==> src/rtl/conv_window_if.sv <==
// Pixel-in / window-out stream bundle for conv_window_gen.
// master feeds pixels and drains windows; slave is the window generator.
interface conv_window_if #(
    parameter int DATA_W = 9,
    parameter int K      = 3
);
    logic                    in_valid;
    logic                    in_ready;
    logic [DATA_W-1:0]       in_data;
    logic                    in_sof;
    logic                    out_valid;
    logic                    out_ready;
    logic [K*K*DATA_W-1:0]   out_data;
    logic                    out_last;

    modport master (
        output in_valid, in_data, in_sof, out_ready,
        input  in_ready, out_valid, out_data, out_last
    );

    modport slave (
        input  in_valid, in_data, in_sof, out_ready,
        output in_ready, out_valid, out_data, out_last
    );
endinterface

==> src/rtl/conv_window_gen.sv <==
// K x K sliding-window generator over a raster pixel stream.
// K-1 circular line buffers share one write pointer; a window leaves one cycle after its last pixel.
module conv_window_gen #(
    parameter int DATA_W = 9,
    parameter int IMG_W  = 32,
    parameter int IMG_H  = 32,
    parameter int K      = 3,
    parameter int STRIDE = 1
) (
    input logic          clk,
    input logic          rst_n,
    conv_window_if.slave bus
);
    localparam int CW = $clog2(IMG_W);
    localparam int RW = $clog2(IMG_H);
    localparam int LAST_C = (K - 1) + ((IMG_W - K) / STRIDE) * STRIDE;
    localparam int LAST_R = (K - 1) + ((IMG_H - K) / STRIDE) * STRIDE;

    logic [CW-1:0] col_q, col_d, cur_col;
    logic [RW-1:0] row_q, row_d, cur_row;
    logic [CW-1:0] wptr_q, wptr_d;
    logic          out_valid_q, out_valid_d;
    logic          out_last_q, out_last_d;
    logic          accept, hit, at_last;

    logic [DATA_W-1:0] win_q  [K][K];
    logic [DATA_W-1:0] win_d  [K][K];
    logic [DATA_W-1:0] lb_mem [K-1][IMG_W];
    logic [DATA_W-1:0] lb_tap [K-1];

    assign bus.in_ready  = !out_valid_q || bus.out_ready;
    assign accept        = bus.in_valid && bus.in_ready;
    assign bus.out_valid = out_valid_q;
    assign bus.out_last  = out_last_q;

    // sof overrides the counters so a new frame can start anywhere
    assign cur_col = bus.in_sof ? '0 : col_q;
    assign cur_row = bus.in_sof ? '0 : row_q;

    assign hit = (cur_col >= CW'(K - 1))
              && (cur_row >= RW'(K - 1))
              && (((cur_col - CW'(K - 1)) % CW'(STRIDE)) == '0)
              && (((cur_row - RW'(K - 1)) % RW'(STRIDE)) == '0);

    assign at_last = (cur_col == CW'(LAST_C))
                  && (cur_row == RW'(LAST_R));

    always_comb begin
        for (int j = 0; j < K - 1; j++) begin
            lb_tap[j] = lb_mem[j][wptr_q];
        end
    end

    always_comb begin
        col_d  = col_q;
        row_d  = row_q;
        wptr_d = wptr_q;
        if (accept) begin
            wptr_d = (wptr_q == CW'(IMG_W - 1)) ? '0 : wptr_q + 1'b1;
            if (cur_col == CW'(IMG_W - 1)) begin
                col_d = '0;
                row_d = (cur_row == RW'(IMG_H - 1)) ? '0 : cur_row + 1'b1;
            end else begin
                col_d = cur_col + 1'b1;
                row_d = cur_row;
            end
        end
    end

    always_comb begin
        out_valid_d = out_valid_q && !bus.out_ready;
        out_last_d  = out_last_q && !bus.out_ready;
        if (accept) begin
            out_valid_d = hit;
            out_last_d  = hit && at_last;
        end
    end

    // newest column enters at c=K-1; row K-1 is the live pixel
    always_comb begin
        win_d = win_q;
        if (accept) begin
            for (int r = 0; r < K; r++) begin
                for (int c = 0; c < K - 1; c++) begin
                    win_d[r][c] = win_q[r][c+1];
                end
            end
            for (int r = 0; r < K - 1; r++) begin
                win_d[r][K-1] = lb_tap[K-2-r];
            end
            win_d[K-1][K-1] = bus.in_data;
        end
    end

    always_comb begin
        bus.out_data = '0;
        for (int r = 0; r < K; r++) begin
            for (int c = 0; c < K; c++) begin
                bus.out_data[(r*K+c)*DATA_W +: DATA_W] = win_q[r][c];
            end
        end
    end

    always_ff @(posedge clk) begin
        if (!rst_n) begin
            col_q       <= '0;
            row_q       <= '0;
            wptr_q      <= '0;
            out_valid_q <= 1'b0;
            out_last_q  <= 1'b0;
            for (int r = 0; r < K; r++) begin
                for (int c = 0; c < K; c++) begin
                    win_q[r][c] <= '0;
                end
            end
        end else begin
            col_q       <= col_d;
            row_q       <= row_d;
            wptr_q      <= wptr_d;
            out_valid_q <= out_valid_d;
            out_last_q  <= out_last_d;
            win_q       <= win_d;
        end
    end

    always_ff @(posedge clk) begin
        if (accept) begin
            lb_mem[0][wptr_q] <= bus.in_data;
            for (int j = 1; j < K - 1; j++) begin
                lb_mem[j][wptr_q] <= lb_tap[j-1];
            end
        end
    end
endmodule

==> src/flat_wrapper.sv <==
// flat-port wrapper written by rule: the top's interface ports become plain ports
module conv_window_gen_flat 
#(
    parameter int DATA_W = 9,
    parameter int IMG_W  = 32,
    parameter int IMG_H  = 32,
    parameter int K      = 3,
    parameter int STRIDE = 1
)
  (clk, rst_n, bus_in_valid, bus_in_data, bus_in_sof, bus_out_ready, bus_in_ready, bus_out_valid, bus_out_data, bus_out_last);
  conv_window_if #(.DATA_W(DATA_W), .K(K)) bus_i ();
  input logic clk;
  input logic rst_n;
  input wire logic [$bits(bus_i.in_valid)-1:0] bus_in_valid;
  input wire logic [$bits(bus_i.in_data)-1:0] bus_in_data;
  input wire logic [$bits(bus_i.in_sof)-1:0] bus_in_sof;
  input wire logic [$bits(bus_i.out_ready)-1:0] bus_out_ready;
  output wire logic [$bits(bus_i.in_ready)-1:0] bus_in_ready;
  output wire logic [$bits(bus_i.out_valid)-1:0] bus_out_valid;
  output wire logic [$bits(bus_i.out_data)-1:0] bus_out_data;
  output wire logic [$bits(bus_i.out_last)-1:0] bus_out_last;
  assign bus_i.in_valid = bus_in_valid;
  assign bus_i.in_data = bus_in_data;
  assign bus_i.in_sof = bus_in_sof;
  assign bus_i.out_ready = bus_out_ready;
  assign bus_in_ready = bus_i.in_ready;
  assign bus_out_valid = bus_i.out_valid;
  assign bus_out_data = bus_i.out_data;
  assign bus_out_last = bus_i.out_last;
  conv_window_gen #(.DATA_W(DATA_W), .IMG_W(IMG_W), .IMG_H(IMG_H), .K(K), .STRIDE(STRIDE)) u_core (.clk(clk), .rst_n(rst_n), .bus(bus_i));
endmodule
==> config.mk <==
export PLATFORM = sky130hd
export DESIGN_NAME = conv_window_gen_flat
export DESIGN_NICKNAME = d
export VERILOG_FILES = /design/src/rtl/conv_window_if.sv /design/src/rtl/conv_window_gen.sv /design/src/flat_wrapper.sv
export SDC_FILE = /design/constraint.sdc
export NUM_CORES = 1
export LEC_CHECK = 0
export CAP_MARGIN = 10
export CORE_MARGIN = 1.5
export CORE_UTILIZATION = 60
export CTS_BUF_LIST = sky130_fd_sc_hd__clkbuf_8
export CTS_CLUSTER_DIAMETER = 200
export DETAILED_ROUTE_END_ITERATION = 16
export PLACE_DENSITY = 0.79
export SYNTH_ARGS = -nofsm -noshare
export SYNTH_HDL_FRONTEND = slang
export SYNTH_SLANG_ARGS = --single-unit
==> constraint.sdc <==
create_clock -name clk -period 8.3 [get_ports clk]
set_clock_uncertainty 0.05 [all_clocks]
set_input_delay 1.66 -clock clk [delete_from_list [all_inputs] [get_ports clk]]
set_output_delay 1.66 -clock clk [all_outputs]
set_load 0.02 [all_outputs]
### Word-level counts from Yosys, hierarchy flattened

Memory sizes are Yosys's and may differ from the RTL's.
Cells that the tools add are included.

* add/sub/neg operators: 3
* multiply operators: 0
* divide/modulo/power cells: 0
* magnitude comparators: 4
* equal/unequal tests: 3
* shifts and indexed selects: 0
* muxes and demuxes: 18
* bitwise gates (word level): 1
* reductions and logical operators: 10

Operators by type and width (count)
* 288-bit 2-to-1 mux: 1
* 9-bit binary-select mux with 5-bit select: 2
* 9-bit demux with 5-bit select: 1
* 9-bit 2-to-1 mux: 5
* 5-bit 2-to-1 mux: 6
* 5-bit by 1-bit adder with 5-bit output (second input constant): 3
* 5-bit equality test (second input constant): 3
* 5-bit by 2-bit greater-or-equal comparator with 1-bit output (second input constant): 2
* 1-bit logical AND: 7
* 6-bit greater-or-equal comparator (second input constant): 1
* 6-bit by 1-bit less-than comparator with 1-bit output (second input constant): 1
* 5-bit NOT with 6-bit output: 1
* 1-bit 2-to-1 mux: 3
* 1-bit zero test: 2
* 1-bit logical OR: 1

* register bits after elaboration: 98
* bits in latches: 0
* memory bits (writable): 576
* bits in read-only memories: 0
* input bits: 14
* output and inout port bits: 84
* memories: 1

Memory list
* u_core.lb_mem: words 2, bits a word 288, rd ports 2, clocked after memory_dff 0, write ports 2, line conv_window_gen.sv:28 `logic [DATA_W-1:0] lb_mem [K-1][IMG_W];`

### Longest topological paths before layout

* depth in word-level cells: 6
* gate-level depth with buffers: 11
* gate-level depth less buffers: 9

### Worst setup path after synthesis

OpenSTA, ideal clock, no wires.

* path type: input-to-reg
* start point: in bus_out_ready
* end point: mem u_core.lb_mem[0][144] in the netlist's numbering (enable)
* library setup time: 0.416 ns
* data arrival time: 3.512 ns
* data required time: 7.834 ns
* path slack: 4.323 ns
* stages on the path: 3
* buffers on the path: 0
* cells stage by stage: nand2b_1 -> nand3_1 -> nor3_1

RTL lines
* start: declaration: line flat_wrapper.sv:17 `input wire logic [$bits(bus_i.out_ready)-1:0] bus_out_ready;`
* end: declaration: line conv_window_gen.sv:28

### Worst setup path in the final report

* start point: in bus_out_ready
* end point: out bus_in_ready

* cells in the longest elaborated chain, start to end: 1

Ends and longest elaborated chain
* 1-bit logical OR: line conv_window_gen.sv:31 `assign bus.in_ready = !out_valid_q || bus.out_ready;`
* end: declaration: line flat_wrapper.sv:18 `output wire logic [$bits(bus_i.in_ready)-1:0] bus_in_ready;`

Every way passes these cells.

==> results_tabular.tex <==
\begin{tabular}{lr}
\hline
Metric & Value \\
\hline
\multicolumn{2}{l}{\textbf{Pwr}} \\
\quad Static power due to leakage & 9.43 nW \\
\quad Clk pwr share & 0.370 \\
\quad Power Density & 224 nW/µm² \\
\quad Net switching power & 1.52 mW \\
\quad Switching portion of total power & 0.229 \\
\quad Combinational cell fraction of total power & 0.058 \\
\quad Sequential Power Share & 0.572 \\
\quad Worst voltage drop across the vdd grid & 147 µV \\
\quad Pint & 5.09 mW \\
\multicolumn{2}{l}{\textbf{Setup path}} \\
\quad Critical path start-end classification & primary input to output port \\
\quad Slowest cell on crit path & clkdlybuf4s50\_1 \\
\quad Required time reported for the critical path endpoint & 6.59 ns \\
\quad Kind of capture point of the worst setup path & output port \\
\quad Critical path's largest stage delay & 0.65 ns \\
\quad Type of origin of the critical path & primary input \\
\quad Dominant cell type by count on the critical path & clkdlybuf4s50\_1 \\
\quad Largest fanout of any net on the critical path & 6 \\
\quad Series of cell instances along the critical path & clkdlybuf4s50\_1 -> nand2b\_1 -> clkdlybuf4s50\_1 \\
\quad Worst endpoint data arrival time & 3.02 ns \\
\multicolumn{2}{l}{\textbf{Die}} \\
\quad \# rows & 76 \\
\quad Ports placed on the boundary & 98 \\
\quad Die boundary height & 211 µm \\
\quad Core box area & 43000 µm² \\
\quad Die area & 44700 µm² \\
\quad Die boundary width & 211 µm \\
\quad Starting utilization of the core area & 0.606 \\
\multicolumn{2}{l}{\textbf{Synthesis}} \\
\quad Cell with the most instances after synthesis & edfxtp\_1 \\
\quad Area share of the largest cell type after synthesis & 0.664 \\
\quad Most frequently used flop master after synthesis & edfxtp\_1 \\
\quad Number of different library cells in the post-synthesis netlist & 49 \\
\quad Most used standard cells in the synthesized netlist & edfxtp\_1 (576), mux2i\_1 (213), nand2\_1 (175) \\
\quad Average instance area after synthesis & 16.1 µm² \\
\quad Post-Synthesis Cell Area & 26100 µm² \\
\quad Yosys warns & 0 \\
\quad Number of enable flip-flop cells after synthesis & 576 \\
\quad Proportion of register bits with asynchronous set or reset after synthesis & 0 \\
\quad FF+latch count, synth & 674 \\
\quad Sequential share of the synthesized area & 0.739 \\
\quad Mapped Cells & 1620 \\
\quad Largest area contributor in the synthesized netlist & edfxtp\_1 \\
\quad Post-synthesis net count & 1643 \\
\quad Largest cells by area after synthesis & edfxtp\_1 (66\%), mux2i\_1 (8.2\%), dfxtp\_1 (7.5\%) \\
\multicolumn{2}{l}{\textbf{Clock tree}} \\
\quad Quantity of gates resized following cts & 0 \\
\quad Clock tree from TritonCTS & yes \\
\quad Setup Fix Bufs, Post-CTS & 0 \\
\quad H-tree depth & 3 \\
\quad Cts bufs inserted & 101 \\
\quad CTS root buf & clkbuf\_8 \\
\quad Maximum clock path buffer count & 3 \\
\quad Clock network latency to the later pin of the worst-skew pair & 0.68 ns \\
\quad Reg clk slew, reported paths & 0.05 ns \\
\quad Hold\_buf cts & 0 \\
\quad Num Clock Sinks & 674 \\
\multicolumn{2}{l}{\textbf{STA}} \\
\quad Final setup fails & 0 \\
\quad Part of the cycle the worst path needs & 0.570 \\
\quad Unrepaired setup endpoints after global routing & no \\
\quad Tightest slew margin relative to the limit & 0.162 \\
\quad Hold Violations, Final & 0 \\
\quad Sum of negative setup slack & 0 ns \\
\quad Hold\_ws & 0.411 ns \\
\quad Achievable Freq & 0.211 GHz \\
\quad Actual transition at the worst max-transition pin & 1.25 ns \\
\quad Final max-slew violation count & 0 \\
\quad Minimum period implied by the final worst setup slack & 4.73 ns \\
\multicolumn{2}{l}{\textbf{Placed design}} \\
\quad Weighted congestion at the end of routability-driven global placement & 0.850 \\
\quad Post-DP HPWL & 35700 µm \\
\quad Number of buffers added on ports & 97 \\
\multicolumn{2}{l}{\textbf{Detailed routing}} \\
\quad Count of routing violations after the opening detailed-route iteration & 1923 \\
\quad First drt pass iteration count & 6 \\
\quad Via Count & 15000 \\
\quad Routed length per instance & 24.9 µm \\
\quad Remaining DRCs & 0 \\
\quad Detail-routed via count per cell & 6.18 \\
\quad Number of nets with antenna violations after routing & 0 \\
\quad Final WL & 60500 µm \\
\multicolumn{2}{l}{\textbf{GRT}} \\
\quad Global router's overall resource usage & 0.274 \\
\quad Number of antenna violations at the first check in global routing & 0 \\
\quad GR Overflow Total & 0 \\
\quad Maximum number of pins on one net before global-route repair & 132 \\
\quad Number of global-route vias before repair & 14800 \\
\quad First-pass GRT wire length & 89500 µm \\
\multicolumn{2}{l}{\textbf{Run status}} \\
\quad Status & finished, final reports clean \\
\multicolumn{2}{l}{\textbf{Cells and area}} \\
\quad Number of nets in the final layout & 1786 \\
\quad Share of cells above drive strength 1 & 0.129 \\
\quad Antenna cells & 0 \\
\quad Area growth from synthesis to final layout & 13.1\% \\
\multicolumn{2}{l}{\textbf{Job}} \\
\quad \# Max-Cap Violations & 0 \\
\multicolumn{2}{l}{\textbf{Min path}} \\
\quad Class of the tightest hold or removal check & register to register \\
\hline
\end{tabular}
path summary, 6_finish.rpt:
kind | start | slack (ns) | end | depth (start not counted)
worst min register to register | u_core.bus.out_data[59]$_SDFFE_PN0P_ | 0.41 | u_core.bus.out_data[59]$_SDFFE_PN0P_ | 2
worst max-delay path | bus_out_ready | 3.57 | bus_in_ready | 3
worst min-delay path | u_core.bus.out_data[59]$_SDFFE_PN0P_ | 0.41 | u_core.bus.out_data[59]$_SDFFE_PN0P_ | 2
worst max register to register | u_core.wptr_q[1]$_SDFFE_PN0P_ | 3.84 | u_core.lb_mem[0][537]$_DFFE_PP_ | 5
state kept, by name, summed over array words and instances, names as in the netlist:
name / flops
u_core.bus.out_data: 81
u_core.bus.out_last: 1
u_core.bus.out_valid: 1
u_core.col_q: 5
u_core.lb_mem: 576
u_core.row_q: 5
u_core.wptr_q: 5
stage by stage:
| stage | worst slack (ns) | total power [mW] | instances | cell area [µm²] | utilization |
|---|---|---|---|---|---|
| 2_1_floorplan | 4.32 | 4.07 | 1620 | 26100 | - |
| 3_3_place_gp | 3.58 | 4.22 | 2244 | 27600 | 0.643 |
| 3_5_place_dp | 3.56 | 4.23 | 2244 | 27600 | 0.643 |
| 4_1_cts | 3.56 | 6.63 | 2433 | 29500 | 0.686 |
| 5_1_grt | 3.50 | 6.80 | 2434 | 29500 | 0.686 |
| 6_report | 3.57 | 6.61 | 2434 | 29500 | 0.686 |
layout make-up:
cell class | count | area [µm²]
fillers | 2845 | 13500
multi-input cells | 845 | 6350
inverters | 6 | 22.5
flip-flops and latches | 674 | 19300
clock inverters | 80 | 337
clock buffers | 109 | 1500
repair buffers | 135 | 1280
well taps | 585 | 732
cell families after synthesis:
group,Yosys count,synth area share
mux,252,0.113
simple gates,329,0.0600
compound gates,255,0.0635
fa+ha+maj,9,0.00432
buf+inv,101,0.0201
flops,674,0.739
cell usage in the layout, fill, tap and decap left out, drive strengths merged, types with 2 or more instances in the layout:
| master | n |
|---|---|
| edfxtp | 576 |
| mux2i | 213 |
| nand2 | 175 |
| clkbuf | 109 |
| dfxtp | 98 |
| o22ai | 96 |
| clkdlybuf4s50 | 96 |
| a21boi | 73 |
| inv | 60 |
| o21ai | 47 |
| buf | 39 |
| mux4 | 34 |
| and3 | 33 |
| nor2 | 30 |
| nor4 | 26 |
| clkinv | 21 |
| a31oi | 20 |
| nand3 | 18 |
| nor3 | 16 |
| nor2b | 10 |
| ha | 9 |
| a21oi | 5 |
| o211ai | 5 |
| mux2 | 5 |
| clkinvlp | 5 |
| nand4 | 4 |
| and2 | 4 |
| o221ai | 3 |
| or4 | 3 |
| nand3b | 3 |
| nand4b | 2 |
| and4b | 2 |
| o41a | 2 |
power by group through the flow:
stage | logic [mW] | clock network [mW] | registers (mW)
global placement | 0.366 | 0 | 3.85
floorplan | 0.216 | 0 | 3.85
detailed placement | 0.378 | 0 | 3.85
CTS | 0.379 | 2.47 | 3.78
global route | 0.408 | 2.61 | 3.78
finish | 0.385 | 2.44 | 3.78
critical path: cells and delay by family:
kind | cells | cell delay (ns)
buffers and inverters | 2 | 1.12
and+or+nand+nor | 1 | 0.24
layer usage:
metal  vias to the layer above  global-route usage  part of all wire
li1                       6617                   -                 -
met1                      7470               0.368              0.38
met3                       132              0.0513             0.097
met2                       817               0.440              0.48
met5                         -                   0                 0
met4                         0               0.124             0.038
Power figures use the tool's default switching activity.
